$ cat src/rtl/conv_line_buffer_if.sv
// ---------------------------------------------------------------------------
// conv_line_buffer_if
//   Handshake/data bundle between a raster pixel source, the line buffer and
//   the 5x5 convolution stage that consumes its columns.
//
//   Signals
//     in_valid   : pixel valid this cycle (the line buffer is always ready)
//     pixel      : signed raster pixel, row-major order
//     out1..out5 : registered vertical column, out1 = row r-4 (top),
//                  out5 = row r (current)
//     out_en     : shift enable for the convolution stage
//     conv_valid : convolution result is a complete in-image 5x5 window
//     frame_done : one-cycle pulse aligned with the last window of a frame
//     win_row/win_col : top-left window coordinate, only present when
//                  CONV_WIN_COORD_EN is defined
//
//   Modports
//     master : pixel source / convolution side (drives in_valid, pixel)
//     slave  : conv_line_buffer
// ---------------------------------------------------------------------------
interface conv_line_buffer_if #(
    parameter int BIT_WIDTH  = 8,
    parameter int IMG_WIDTH  = 32,
    parameter int IMG_HEIGHT = 32
);
    logic                        in_valid;
    logic signed [BIT_WIDTH-1:0] pixel;
    logic signed [BIT_WIDTH-1:0] out1;
    logic signed [BIT_WIDTH-1:0] out2;
    logic signed [BIT_WIDTH-1:0] out3;
    logic signed [BIT_WIDTH-1:0] out4;
    logic signed [BIT_WIDTH-1:0] out5;
    logic                        out_en;
    logic                        conv_valid;
    logic                        frame_done;
`ifdef CONV_WIN_COORD_EN
    logic [$clog2(IMG_HEIGHT)-1:0] win_row;
    logic [$clog2(IMG_WIDTH)-1:0]  win_col;
`endif

    modport master (
        output in_valid, pixel,
        input  out1, out2, out3, out4, out5, out_en, conv_valid, frame_done
`ifdef CONV_WIN_COORD_EN
        , input win_row, win_col
`endif
    );

    modport slave (
        input  in_valid, pixel,
        output out1, out2, out3, out4, out5, out_en, conv_valid, frame_done
`ifdef CONV_WIN_COORD_EN
        , output win_row, win_col
`endif
    );
endinterface

$ cat src/rtl/conv_line_buffer.sv
// ---------------------------------------------------------------------------
// conv_line_buffer
//   Raster-to-column converter feeding a 5x5 convolution stage. Every
//   accepted pixel produces one registered 5-pixel vertical column built from
//   the pixel itself and the same column of the four previous rows, which are
//   kept in four line memories. A two-stage flag pipeline marks the cycle in
//   which the convolution stage holds a complete in-image 5x5 window.
//
//   Parameters
//     BIT_WIDTH  : pixel width (signed)
//     IMG_WIDTH  : pixels per row, >= 5
//     IMG_HEIGHT : rows per frame, >= 5
//
//   Ports
//     clk : rising-edge clock
//     rst : asynchronous, active-high reset
//     bus : conv_line_buffer_if.slave (in_valid/pixel in; column, out_en,
//           conv_valid, frame_done and optional window coordinates out)
//
//   Optional feature
//     CONV_WIN_COORD_EN : when defined, win_row/win_col carry the top-left
//     coordinate (row-4, col-4) of the window flagged by conv_valid. When
//     undefined those ports and their pipeline registers are absent.
// ---------------------------------------------------------------------------
module conv_line_buffer #(
    parameter int BIT_WIDTH  = 8,
    parameter int IMG_WIDTH  = 32,
    parameter int IMG_HEIGHT = 32
) (
    input  logic                clk,
    input  logic                rst,
    conv_line_buffer_if.slave   bus
);
    localparam int CW     = $clog2(IMG_WIDTH);
    localparam int RW     = $clog2(IMG_HEIGHT);
    localparam int NLINES = 4;

    typedef enum logic {
        S_FILL = 1'b0,   // rows 0..3: columns emitted, no full window yet
        S_RUN  = 1'b1    // rows 4..: window valid once col >= 4
    } state_t;

    // -----------------------------------------------------------------------
    // Raster position and frame state
    // -----------------------------------------------------------------------
    state_t         state_q, state_d;
    logic [CW-1:0]  col_q,   col_d;
    logic [RW-1:0]  row_q,   row_d;

    logic accept;
    logic col_last;
    logic row_last;
    logic win_d;

    assign accept   = bus.in_valid;
    assign col_last = (col_q == CW'(IMG_WIDTH - 1));
    assign row_last = (row_q == RW'(IMG_HEIGHT - 1));

    always_comb begin
        col_d   = col_q;
        row_d   = row_q;
        state_d = state_q;
        if (accept) begin
            if (col_last) begin
                col_d = '0;
                if (row_last) begin
                    // Frame wrap: the next accepted pixel is (0,0) of a new
                    // frame, so the upper rows are from the old frame again.
                    row_d   = '0;
                    state_d = S_FILL;
                end else begin
                    row_d = row_q + RW'(1);
                    case (state_q)
                        S_FILL:  if (row_q == RW'(NLINES - 1)) state_d = S_RUN;
                        default: state_d = state_q;
                    endcase
                end
            end else begin
                col_d = col_q + CW'(1);
            end
        end
    end

    // A window is complete once four rows sit above the pixel and four
    // columns sit to its left. The state already encodes row >= 4.
    assign win_d = (state_q == S_RUN) && (col_q >= CW'(NLINES));

    // -----------------------------------------------------------------------
    // Line memories. Not reset: rows 0..3 of every frame overwrite a column
    // before any flagged window can read it, so stale contents never reach a
    // conv_valid window.
    // -----------------------------------------------------------------------
    logic signed [BIT_WIDTH-1:0] lb_mem [NLINES][IMG_WIDTH];
    logic signed [BIT_WIDTH-1:0] lb_rd  [NLINES];

    always_comb begin
        for (int k = 0; k < NLINES; k++) begin
            lb_rd[k] = lb_mem[k][col_q];
        end
    end

    // Each accept pushes the column one line deeper: LB0 takes the new
    // pixel, LBk takes what LB(k-1) held before this edge.
    always_ff @(posedge clk) begin
        if (accept) begin
            lb_mem[0][col_q] <= bus.pixel;
            for (int k = 1; k < NLINES; k++) begin
                lb_mem[k][col_q] <= lb_rd[k-1];
            end
        end
    end

    // -----------------------------------------------------------------------
    // Column output and flag pipeline
    //   edge k   : column, out_en, window flag and last-pixel flag registered
    //   edge k+1 : conv stage shifts; conv_valid/frame_done registered
    // -----------------------------------------------------------------------
    logic signed [BIT_WIDTH-1:0] colv_q [NLINES+1];   // [0] = top row (r-4)
    logic out_en_q;
    logic win_q;
    logic last_q;
    logic conv_valid_q;
    logic frame_done_q;

    always_ff @(posedge clk or posedge rst) begin
        if (rst) begin
            state_q      <= S_FILL;
            col_q        <= '0;
            row_q        <= '0;
            for (int k = 0; k <= NLINES; k++) colv_q[k] <= '0;
            out_en_q     <= 1'b0;
            win_q        <= 1'b0;
            last_q       <= 1'b0;
            conv_valid_q <= 1'b0;
            frame_done_q <= 1'b0;
        end else begin
            out_en_q     <= accept;
            // Gating with out_en makes a stalled window pulse only once:
            // win_q holds across a gap but out_en has already dropped.
            conv_valid_q <= out_en_q & win_q;
            last_q       <= accept & col_last & row_last;
            frame_done_q <= last_q;
            if (accept) begin
                state_q <= state_d;
                col_q   <= col_d;
                row_q   <= row_d;
                win_q   <= win_d;
                colv_q[NLINES] <= bus.pixel;
                for (int k = 0; k < NLINES; k++) begin
                    colv_q[k] <= lb_rd[NLINES-1-k];
                end
            end
        end
    end

    assign bus.out1       = colv_q[0];
    assign bus.out2       = colv_q[1];
    assign bus.out3       = colv_q[2];
    assign bus.out4       = colv_q[3];
    assign bus.out5       = colv_q[4];
    assign bus.out_en     = out_en_q;
    assign bus.conv_valid = conv_valid_q;
    assign bus.frame_done = frame_done_q;

`ifdef CONV_WIN_COORD_EN
    // -----------------------------------------------------------------------
    // Window coordinates, pipelined alongside the window flag so they line
    // up with conv_valid. They hold between windows.
    // -----------------------------------------------------------------------
    logic [RW-1:0] wr_q, win_row_q;
    logic [CW-1:0] wc_q, win_col_q;

    always_ff @(posedge clk or posedge rst) begin
        if (rst) begin
            wr_q      <= '0;
            wc_q      <= '0;
            win_row_q <= '0;
            win_col_q <= '0;
        end else begin
            if (accept) begin
                wr_q <= row_q - RW'(NLINES);
                wc_q <= col_q - CW'(NLINES);
            end
            if (out_en_q && win_q) begin
                win_row_q <= wr_q;
                win_col_q <= wc_q;
            end
        end
    end

    assign bus.win_row = win_row_q;
    assign bus.win_col = win_col_q;
`endif

endmodule
$ cat src/flat_wrapper.sv
// flat-port wrapper written by rule: the top's interface ports become plain ports
module conv_line_buffer_flat 
#(
    parameter int BIT_WIDTH  = 8,
    parameter int IMG_WIDTH  = 32,
    parameter int IMG_HEIGHT = 32
)
  (clk, rst, bus_in_valid, bus_pixel, bus_out1, bus_out2, bus_out3, bus_out4, bus_out5, bus_out_en, bus_conv_valid, bus_frame_done);
  conv_line_buffer_if #(.BIT_WIDTH(BIT_WIDTH), .IMG_WIDTH(IMG_WIDTH), .IMG_HEIGHT(IMG_HEIGHT)) bus_i ();
  input  logic clk;
  input  logic rst;
  input wire logic [$bits(bus_i.in_valid)-1:0] bus_in_valid;
  input wire logic [$bits(bus_i.pixel)-1:0] bus_pixel;
  output wire logic [$bits(bus_i.out1)-1:0] bus_out1;
  output wire logic [$bits(bus_i.out2)-1:0] bus_out2;
  output wire logic [$bits(bus_i.out3)-1:0] bus_out3;
  output wire logic [$bits(bus_i.out4)-1:0] bus_out4;
  output wire logic [$bits(bus_i.out5)-1:0] bus_out5;
  output wire logic [$bits(bus_i.out_en)-1:0] bus_out_en;
  output wire logic [$bits(bus_i.conv_valid)-1:0] bus_conv_valid;
  output wire logic [$bits(bus_i.frame_done)-1:0] bus_frame_done;
  assign bus_i.in_valid = bus_in_valid;
  assign bus_i.pixel = bus_pixel;
  assign bus_out1 = bus_i.out1;
  assign bus_out2 = bus_i.out2;
  assign bus_out3 = bus_i.out3;
  assign bus_out4 = bus_i.out4;
  assign bus_out5 = bus_i.out5;
  assign bus_out_en = bus_i.out_en;
  assign bus_conv_valid = bus_i.conv_valid;
  assign bus_frame_done = bus_i.frame_done;
  conv_line_buffer #(.BIT_WIDTH(BIT_WIDTH), .IMG_WIDTH(IMG_WIDTH), .IMG_HEIGHT(IMG_HEIGHT)) u_core (.clk(clk), .rst(rst), .bus(bus_i));
endmodule
$ cat config.mk
export PLATFORM = sky130hd
export DESIGN_NAME = conv_line_buffer_flat
export DESIGN_NICKNAME = d
export VERILOG_FILES = /design/src/rtl/conv_line_buffer_if.sv /design/src/rtl/conv_line_buffer.sv /design/src/flat_wrapper.sv
export SDC_FILE = /design/constraint.sdc
export NUM_CORES = 1
export LEC_CHECK = 0
export CAP_MARGIN = 15
export CORE_MARGIN = 1
export CORE_UTILIZATION = 57
export DETAILED_ROUTE_END_ITERATION = 12
export DONT_BUFFER_PORTS = 1
export HOLD_SLACK_MARGIN = 0.02
export PLACE_DENSITY = 0.77
export SKIP_LAST_GASP = 1
export SYNTH_ARGS = -nofsm -noshare
export SYNTH_HDL_FRONTEND = slang
export SYNTH_SLANG_ARGS = --single-unit
$ cat constraint.sdc
create_clock -name clk -period 3.1 [get_ports clk]
set_input_delay 0.465 -clock clk [delete_from_list [all_inputs] [get_ports clk]]
set_output_delay 0.465 -clock clk [all_outputs]
set_load 0.01 [all_outputs]
# == After elaboration in Yosys (flattened, before gate mapping) ==
# Memories as Yosys holds them, arrays and structs flattened.
# Index checks and enable logic that the tools add are counted.
# op_classes
addsub,2
magnitude_cmp,3
n_eq_ne,3
n_mux,21
n_bitwise,4
reduce_logical,3
# ops
op,count
256-bit two-way mux,1
8-bit binary-select mux with 5-bit select,4
8-bit two-way mux,9
8-bit demux with 5-bit select,1
5-bit by 1-bit adder with 5-bit output (second input constant),2
5-bit == test (second input constant),2
5-bit two-way mux,2
6-bit >= comparator (second input constant),1
6-bit by 1-bit < comparator with 1-bit output (second input constant),1
5-bit inverter with 6-bit output,1
5-bit by 2-bit == test with 1-bit output (second input constant),1
5-bit by 3-bit >= comparator with 1-bit output (second input constant),1
1-bit two-way mux,4
1-bit bitwise AND,3
1-bit logical AND,2
2-bit AND reduction,1
# totals
regBits,56
ramBits,1024
in_bits,11
out_inout_bits,43
word_cells,50
n_memories,1
# memory_table
memory,depth,word_bits,rd,rd_ports_with_merged_regs,wr,line,rtl
u_core.lb_mem,4,256,4,0,4,conv_line_buffer.sv:93,logic signed [BIT_WIDTH-1:0] lb_mem [NLINES][IMG_WIDTH];

# == Longest topological paths before layout ==
# Gate-level depths: netlist of run 1.
# logic_depth
ltp_word,6
depth_mapped,9
depth_no_buf,7

# == Worst setup path before layout of run 1 ==
# Ideal clock, no wire load.
# synth_path
path_kind,register to register
startpoint,register u_core.col_q[1]
endpoint,"memory u_core.lb_mem[0][80] (netlist name), enable pin"
setup_time_ps,421
arrival_time_ps,2818
required_ps,2679
path_slack_ps,-139
path_stages_with_launch,9
n_path_buf,4
period_less_slack_ps,3239
path_cell_list,dfrtp_1 > buf_2 > buf_2 > buf_2 > buf_2 > inv_1 > ha_1 > nand2_1 > nor2_1
# synth_lines
item,line,rtl
from (decl),conv_line_buffer.sv:47,"logic [CW-1:0] col_q, col_d;"
from (signal assigned),conv_line_buffer.sv:145,col_q <= col_d;
to (decl),conv_line_buffer.sv:93,

==> reports/summary.md, run 1 <==
- **TritonRoute pass-1 iters** 5
- **Slowest-stage cell, CP** sky130_fd_sc_hd__dfrtp_4
- **via-per-instance ratio** 6.727
- **switching share of total power** 31.35%
- **cell family with most CP delay** simple AND/OR/NAND/NOR gates
- **setup bufs post-CTS** 0
- **clock period minus worst slack** 2.957 ns
- **Arr. time, crit path** 3.32 ns
- **layout-stage area growth over the synthesis result** 15.41%
- **largest net degree at the start of global routing** 71
- **TritonCTS clock tree** built
- **clock net sink count** 1,080
- **final setup vio count** 0
- **top library cells by usage in the layout, fill and taps aside** sky130_fd_sc_hd__edfxtp_1, sky130_fd_sc_hd__mux2i_1, sky130_fd_sc_hd__o22ai_1, sky130_fd_sc_hd__buf_4, sky130_fd_sc_hd__clkbuf_16
- **number of maximum-capacitance violations** 0
- **Clk network pwr share** 27.0%
- **routability cong.** 0.8287
- **largest driver fanout on the critical path** 67
- **number of max-slew violations in the final report** 0
- **via count** 22,857
- **H-tree levels** 3
- **Initial Utilization** 57.66%
- **clock slew at the register clock pins of the worst setup and hold paths** 0.06 ns
- **maximum clock skew at final layout** 0.03594 ns
- **number of enable-type register cells in the synthesized netlist** 1,024
- **DPL Wire Length** 56,960 um
- **number of global-route vias before repair** 22,593
- **most frequent standard cell in the layout excluding fill and tap cells** sky130_fd_sc_hd__edfxtp_1
- **worst min path class** primary input to flip-flop
- **cell count after synthesis** 2,204
- **unrepaired setup endpoints after global routing** no
- **total power density per cell area** 1014 mW/mm^2
- **final count of hold timing violations** 0
- **post-layout total power** 48.33 mW
- **Core Rows** 98
- **total routed wirelength** 107,700 um
- **Leakage** 16.15 nW
- **net switching power** 15.15 mW
- **Worst setup SP type** flip-flop
- **CP Cell Sequence** buf_12 > mux2i_1 > o22ai_1 > nor4_1 > nand2_1 > buf_4
- **Worst Setup End Kind** flip-flop
- **synthesis-stage register bit count** 1,080
- **global-route usage over all layers** 29.08%
- **global-route wire length before repair** 153,100 um
- **number of warnings printed during yosys synthesis** 0
- **Avg Inst Size Synth** 18.73 um^2
- **ANT cells** 0
- **internal power contribution** 33.18 mW
- **nets** 2,376
- **number of DRC markers in iteration 0** 3,374
- **share of Yosys cell area claimed by the top area cell type** 74.48%
- **critical path's largest stage delay** 0.68 ns
- **ys flop type** sky130_fd_sc_hd__edfxtp_1
- **fin util** 66.54%
- **number of buffer and inverter instances along the worst setup path** 2
- **share of layout cells above drive strength 1** 18.18%
- **count of buffers from port buffering** 0
- **Residual DRC** 0
- **most area-hungry cell type in the Yosys netlist** sky130_fd_sc_hd__edfxtp_1
- **share of the clock period used by the worst path** 95.40%
- **total negative slack** 0 ns
- **share of the yosys chip area belonging to registers** 77.87%
- **clock tree root driver cell** sky130_fd_sc_hd__clkbuf_16
- **sequential cell fraction of total power** 45.4%
- **combinational share of power** 27.6%
- **pin slew with the least headroom to its limit** 1.190 ns
- **overall die area** 0.07351 mm^2
- **post-synthesis net count** 2,222
- **clock buffer depth** 3
- **chip height** 271.1 um
- **number of buffers inserted during clock tree synthesis** 102
- **total congestion overflow** 0
- **relative slew slack** 20.43%
- **count of filler cells inserted in the layout** 4,441
- **Top-Level Pins** 54
- **mapped cell area** 0.04129 mm^2
- **worst path required time** 3.46 ns
- **Distinct cells, synth** 51
- **upper clock frequency limit** 338.1 MHz
- **Clk Latency, worst-skew pair** 0.68 ns
- **classification of the worst setup path** flip-flop to flip-flop
- **placeable core region** 0.07161 mm^2
- **highest ir drop seen on vdd** 0.6647 mV
- **antenna violations before repair** 1
- **count of nets left with antenna violations after detail routing** 0
- **x dimension of the die** 271.1 um
- **top area cells in the synthesized netlist** sky130_fd_sc_hd__edfxtp_1, sky130_fd_sc_hd__mux2i_1, sky130_fd_sc_hd__dfrtp_1, sky130_fd_sc_hd__o22ai_1, sky130_fd_sc_hd__mux4_2
- **outcome** finished clean
- **Async S/R FF share, synth** 5.185%
- **Routed WL per cell** 31.71 um
-- Yosys cell counts (all sizes together) (7+ instances only) --
master,number
nand2,35
nor4,49
buf,95
clkbuf,35
a31oi,25
mux4,34
a41oi,8
nor2,70
o21ai,7
mux2,21
mux2i,422
ha,7
o22ai,214
edfxtp,1024
dfrtp,56
a22o,13
inv,9
a21oi,15
-- power by group through the flow --
stage,registers (mW),clock network [mW],logic [mW]
6_report,21.9,13.0,13.4
5_1_grt,22.0,13.7,14.0
4_1_cts,21.9,13.1,13.1
3_5_place_dp,22.2,0,12.9
3_3_place_gp,22.1,0,12.4
2_1_floorplan,21.9,0,7.92
-- kinds of logic (layout without fill, tap and decap cells) --
logic type | Yosys count | in the layout | synth area share, %
DFF | 1080 | 1080 | 77.87
muxes | 477 | 477 | 12.66
AOI/OAI and AO/OA | 302 | 302 | 4.806
and+or+nand+nor | 198 | 198 | 2.618
buffers and inverters | 139 | 383 | 1.812
adders and majority gates | 7 | 7 | 0.2121
xor gates and xnor gates | 1 | 1 | 0.02122
-- final timing paths --
| check | slack, ns | to | startpoint | depth (start not counted) |
|---|---|---|---|---|
| setup / recovery | 0.14 | u_core.lb_mem[3][231]$_DFFE_PP_ | u_core.col_q[1]$_DFFE_PP0P_ | 6 |
| hold / removal | 0.04 | u_core.win_q$_DFFE_PP0P_ | bus_in_valid | 2 |
| setup reg to reg | 0.14 | u_core.lb_mem[3][231]$_DFFE_PP_ | u_core.col_q[1]$_DFFE_PP0P_ | 6 |
| hold reg to reg | 0.34 | u_core.bus.frame_done$_DFF_PP0_ | u_core.last_q$_DFF_PP0_ | 0 |
| max in group asynchronous | 1.86 | u_core.bus.out5[0]$_DFFE_PP0P_ | rst | 3 |
| min in group asynchronous | 0.39 | u_core.row_q[2]$_DFFE_PP0P_ | rst | 2 |
-- worst reg2reg max path: stages, from the launching register on --
cell	delay (ns)
sky130_fd_sc_hd__dfrtp_4	0.68
sky130_fd_sc_hd__buf_12	0.41
sky130_fd_sc_hd__mux2i_1	0.43
sky130_fd_sc_hd__o22ai_1	0.11
sky130_fd_sc_hd__nor4_1	0.49
sky130_fd_sc_hd__nand2_1	0.22
sky130_fd_sc_hd__buf_4	0.30
-- stage by stage --
step	instances	hold slack, ns	instance area [um^2]	setup slack, ns
floorplan	2204	0.3312	41290	-0.1390
global placement	3190	0.3476	43920	0.2153
detailed placement	3190	0.3574	43920	0.1377
CTS	3397	0.02757	47630	0.09388
global route	3398	0.04894	47650	0.09700
finish	3398	0.04035	47650	0.1426
-- state kept, by name, summed over array words and instances, names as in the netlist --
name	cells
u_core.bus.out1	8
u_core.bus.conv_valid	1
u_core.bus.out2	8
u_core.last_q	1
u_core.bus.out5	8
u_core.bus.out3	8
u_core.row_q	5
u_core.bus.out_en	1
u_core.lb_mem	1024
u_core.bus.out4	8
u_core.win_q	1
u_core.col_q	5
u_core.state_q	1
u_core.bus.frame_done	1
-- layout make-up --
class	instances	area (um^2)	area share, %
clock buffers	133	2801	5.879
clock inverters	61	760.7	1.597
inverters	9	35.03	0.07352
multi-input cells	985	8671	18.20
flip-flops and latches	1080	32160	67.49
well taps	950	1189	2.495
repair buffers	180	2034	4.270
-- timing repair --
action | 4_1_cts | 5_1_grt
setup endpoints to repair | 0 | 32
endpoints found under the hold margin | 329 | 0
hold buffers | 13 | 0
resized for setup | 0 | 1
-- layer usage --
metal / global-route usage, % / up-vias / routed length [um]
li1: - / 9299 / -
met1: 38.20 / 11666 / 38570
met2: 47.53 / 1567 / 52470
met3: 5.652 / 325 / 11740
met4: 13.07 / 0 / 4962
met5: 0 / - / 0
Power figures use the tool's default switching activity.
==> inputs of run 2 (changes only) <==
- SETUP_SLACK_MARGIN: default -> 0.15
==> run 2 against run 1 <==
Non-clock buffer count grew 3; critical endpoint is now u_core.lb_mem[3][239]$_DFFE_PP_; largest cell class unchanged; via count grew 0.70%; critical path depth stayed put; die area did not move; hold slack gained 0.10 ns.
==> reports/summary.md, run 2 (synthesis results as in run 1) <==
- **highest ir drop seen on vdd** 0.5684 mV, -14%
- **worst hold slack after final layout** 0.1436 ns, +0.1032 ns
- **layout-stage area growth over the synthesis result** 15.35%, about the same
- **Routed WL per cell** 32.62 um, +2.9%
- **Worst Setup End Kind** flip-flop
- **clock slew at the register clock pins of the worst setup and hold paths** 0.06 ns, about the same
- **sequential cell area in the final layout** 0.03216 mm^2, about the same
- **met3 track demand over resource** 7.837%, +2.2 points
- **worst path required time** 3.48 ns, +0.02 ns
- **pin slew with the least headroom to its limit** 1.173 ns, -0.01622 ns
- **Arr. time, crit path** 3.31 ns, about the same
- **global-route usage over all layers** 30.00%, +0.93 points
- **count of nets left with antenna violations after detail routing** 0, unchanged
- **placeable core region** 0.07161 mm^2, unchanged
- **# placed instances** 3,195, +0.16%
- **total routed wirelength** 110,800 um, +2.9%
- **Core Rows** 98, unchanged
- **number of global-route vias before repair** 22,797, +0.90%
- **antenna violations before repair** 1, unchanged
- **GR peak layer** met2
- **count of filler cells inserted in the layout** 4,450, +0.20%
- **nets** 2,378, +0.084%
- **flip-flop count of the largest register, all copies and words added** 1,024, unchanged
- **final count of hold timing violations** 0, unchanged
- **finished layout cell area** 0.04762 mm^2, about the same
- **via-per-instance ratio** 6.776, +0.73%
- **Initial Utilization** 57.66%, unchanged
- **clock net sink count** 1,080, unchanged
- **largest net degree at the start of global routing** 78, +9.9%
- **post-route non-filler standard cell count** 3,397, -0.029%
- **final setup vio count** 0, unchanged
- **chip height** 271.1 um, unchanged
- **clock period minus worst slack** 2.938 ns, -0.01922 ns
- **most frequent standard cell in the layout excluding fill and tap cells** sky130_fd_sc_hd__edfxtp_1
- **x dimension of the die** 271.1 um, unchanged
- **Leakage** 16.12 nW, -0.15%
- **maximum clock skew at final layout** 0.02767 ns, -0.008262 ns
- **upper clock frequency limit** 340.3 MHz, +0.65%
- **share of layout cells above drive strength 1** 17.78%, -0.40 points
- **TritonRoute pass-1 iters** 6, +1
- **overall die area** 0.07351 mm^2, unchanged
- **total power density per cell area** 1015 mW/mm^2, +0.11%
- **M1 GR Usage** 38.57%, +0.38 points
- **number of DRC markers in iteration 0** 3,661, +8.5%
- **Worst R2R Setup Slack** 0.16 ns, +0.02 ns
- **routability cong.** 0.8368, +0.98%
- **number of maximum-capacitance violations** 0, unchanged
- **top library cells by usage in the layout, fill and taps aside** sky130_fd_sc_hd__edfxtp_1, sky130_fd_sc_hd__mux2i_1, sky130_fd_sc_hd__o22ai_1, sky130_fd_sc_hd__buf_4, sky130_fd_sc_hd__clkbuf_16
- **total congestion overflow** 0, unchanged
- **post-detailed-placement cell area** 0.04403 mm^2, +0.26%
- **number of buffers inserted during clock tree synthesis** 101, -0.98%
- **count of buffers from port buffering** 0, unchanged
- **TritonCTS clock tree** built
- **via count** 23,017, +0.70%
- **relative slew slack** 21.52%, +1.1 points
- **H-tree levels** 3, unchanged
- **Top-Level Pins** 54, unchanged
- **Residual DRC** 0, unchanged
- **worst min path class** primary input to flip-flop
- **number of max-slew violations in the final report** 0, unchanged
- **met2 capacity usage during global routing** 48.24%, +0.71 points
- **Worst setup SP type** flip-flop
- **outcome** finished clean
- **Reg with most FFs** u_core.lb_mem
- **ANT cells** 0, unchanged
- **clock tree root driver cell** sky130_fd_sc_hd__clkbuf_16
- **global-route wire length before repair** 155,500 um, +1.6%
- **unrepaired setup endpoints after global routing** no
- **DPL Wire Length** 57,450 um, +0.85%
- **largest driver fanout on the critical path** 35, -48%
- **area occupied by multi-input gates** 0.008700 mm^2, +0.33%
- **clock buffer depth** 3, unchanged
- **classification of the worst setup path** flip-flop to flip-flop
- **share of the clock period used by the worst path** 94.78%, -0.62 points
- **Clk Latency, worst-skew pair** 0.68 ns, about the same
[run 2: changes by cell type in the layout (fill, tap and decap cells not counted), moves of 4 or more]
cell / before / now
sky130_fd_sc_hd__buf_12: 50 / 56
sky130_fd_sc_hd__clkbuf_1: 20 / 27
sky130_fd_sc_hd__clkbuf_8: 9 / 5
sky130_fd_sc_hd__clkinv_1: 7 / 14
sky130_fd_sc_hd__clkinv_2: 21 / 16
sky130_fd_sc_hd__clkinvlp_4: 7 / 2
[run 2: repair_timing]
| action | 4_1_cts | 5_1_grt |
|---|---|---|
| hold buffers | 11 | 0 |
| endpoints found under the setup margin | 64 | 139 |
| buffers inserted | 0 | 1 |
| resized for setup | 3 | 4 |
| endpoints found under the hold margin | 327 | 0 |
[run 2: per-layer routing]
metal  up-vias  routed length, um
met5         -                  9
met1     11649              38750
met3       316              13990
met2      1753              53010
li1       9297                  -
met4         2               5058
[run 2: worst max-delay path, stage by stage (launching register included)]
cell,delay (ns)
sky130_fd_sc_hd__dfrtp_4,0.80
sky130_fd_sc_hd__nand4bb_2,0.39
sky130_fd_sc_hd__buf_12,0.29
sky130_fd_sc_hd__o22ai_1,0.12
sky130_fd_sc_hd__nor4_1,0.56
sky130_fd_sc_hd__nand2_1,0.16
sky130_fd_sc_hd__buf_4,0.28
[run 2: path summary, 6_finish.rpt]
kind | to | depth (start not counted) | start
setup / recovery | u_core.lb_mem[3][239]$_DFFE_PP_ | 6 | u_core.col_q[0]$_DFFE_PP0P_
hold / removal | u_core.bus.out_en$_DFF_PP0_ | 1 | bus_in_valid
setup reg to reg | u_core.lb_mem[3][239]$_DFFE_PP_ | 6 | u_core.col_q[0]$_DFFE_PP0P_
hold reg to reg | u_core.bus.frame_done$_DFF_PP0_ | 0 | u_core.last_q$_DFF_PP0_
max in group asynchronous | u_core.row_q[0]$_DFFE_PP0P_ | 3 | rst
min in group asynchronous | u_core.bus.out_en$_DFF_PP0_ | 2 | rst
[run 2: cell type report]
class	count	share of cell area [%]
Multi-Input combinational cell	985	18.27
Timing Repair Buffer	183	4.474
Tap cell	950	2.496
Clock buffer	134	5.717
Inverter	9	0.07356
Sequential cell	1080	67.53
Clock inverter	56	1.440
[run 2: stage by stage]
stage | setup slack [ns] | utilization (%) | TNS [ns] | power, mW
floorplan | -0.1390 | - | -68.88 | 29.86
global placement | 0.2078 | 61.49 | 0 | 34.78
detailed placement | 0.1506 | 61.49 | 0 | 35.37
CTS | 0.1987 | 66.45 | 0 | 48.03
global route | 0.1358 | 66.50 | 0 | 49.60
finish | 0.1618 | 66.50 | 0 | 48.36
[run 2: power breakdown]
group / leakage [nW] / switching (mW) / internal, mW
Combinational: 4.56 / 9.09 / 4.61
Sequential: 9.91 / 0.913 / 21.1
Clock: 1.66 / 5.31 / 7.31
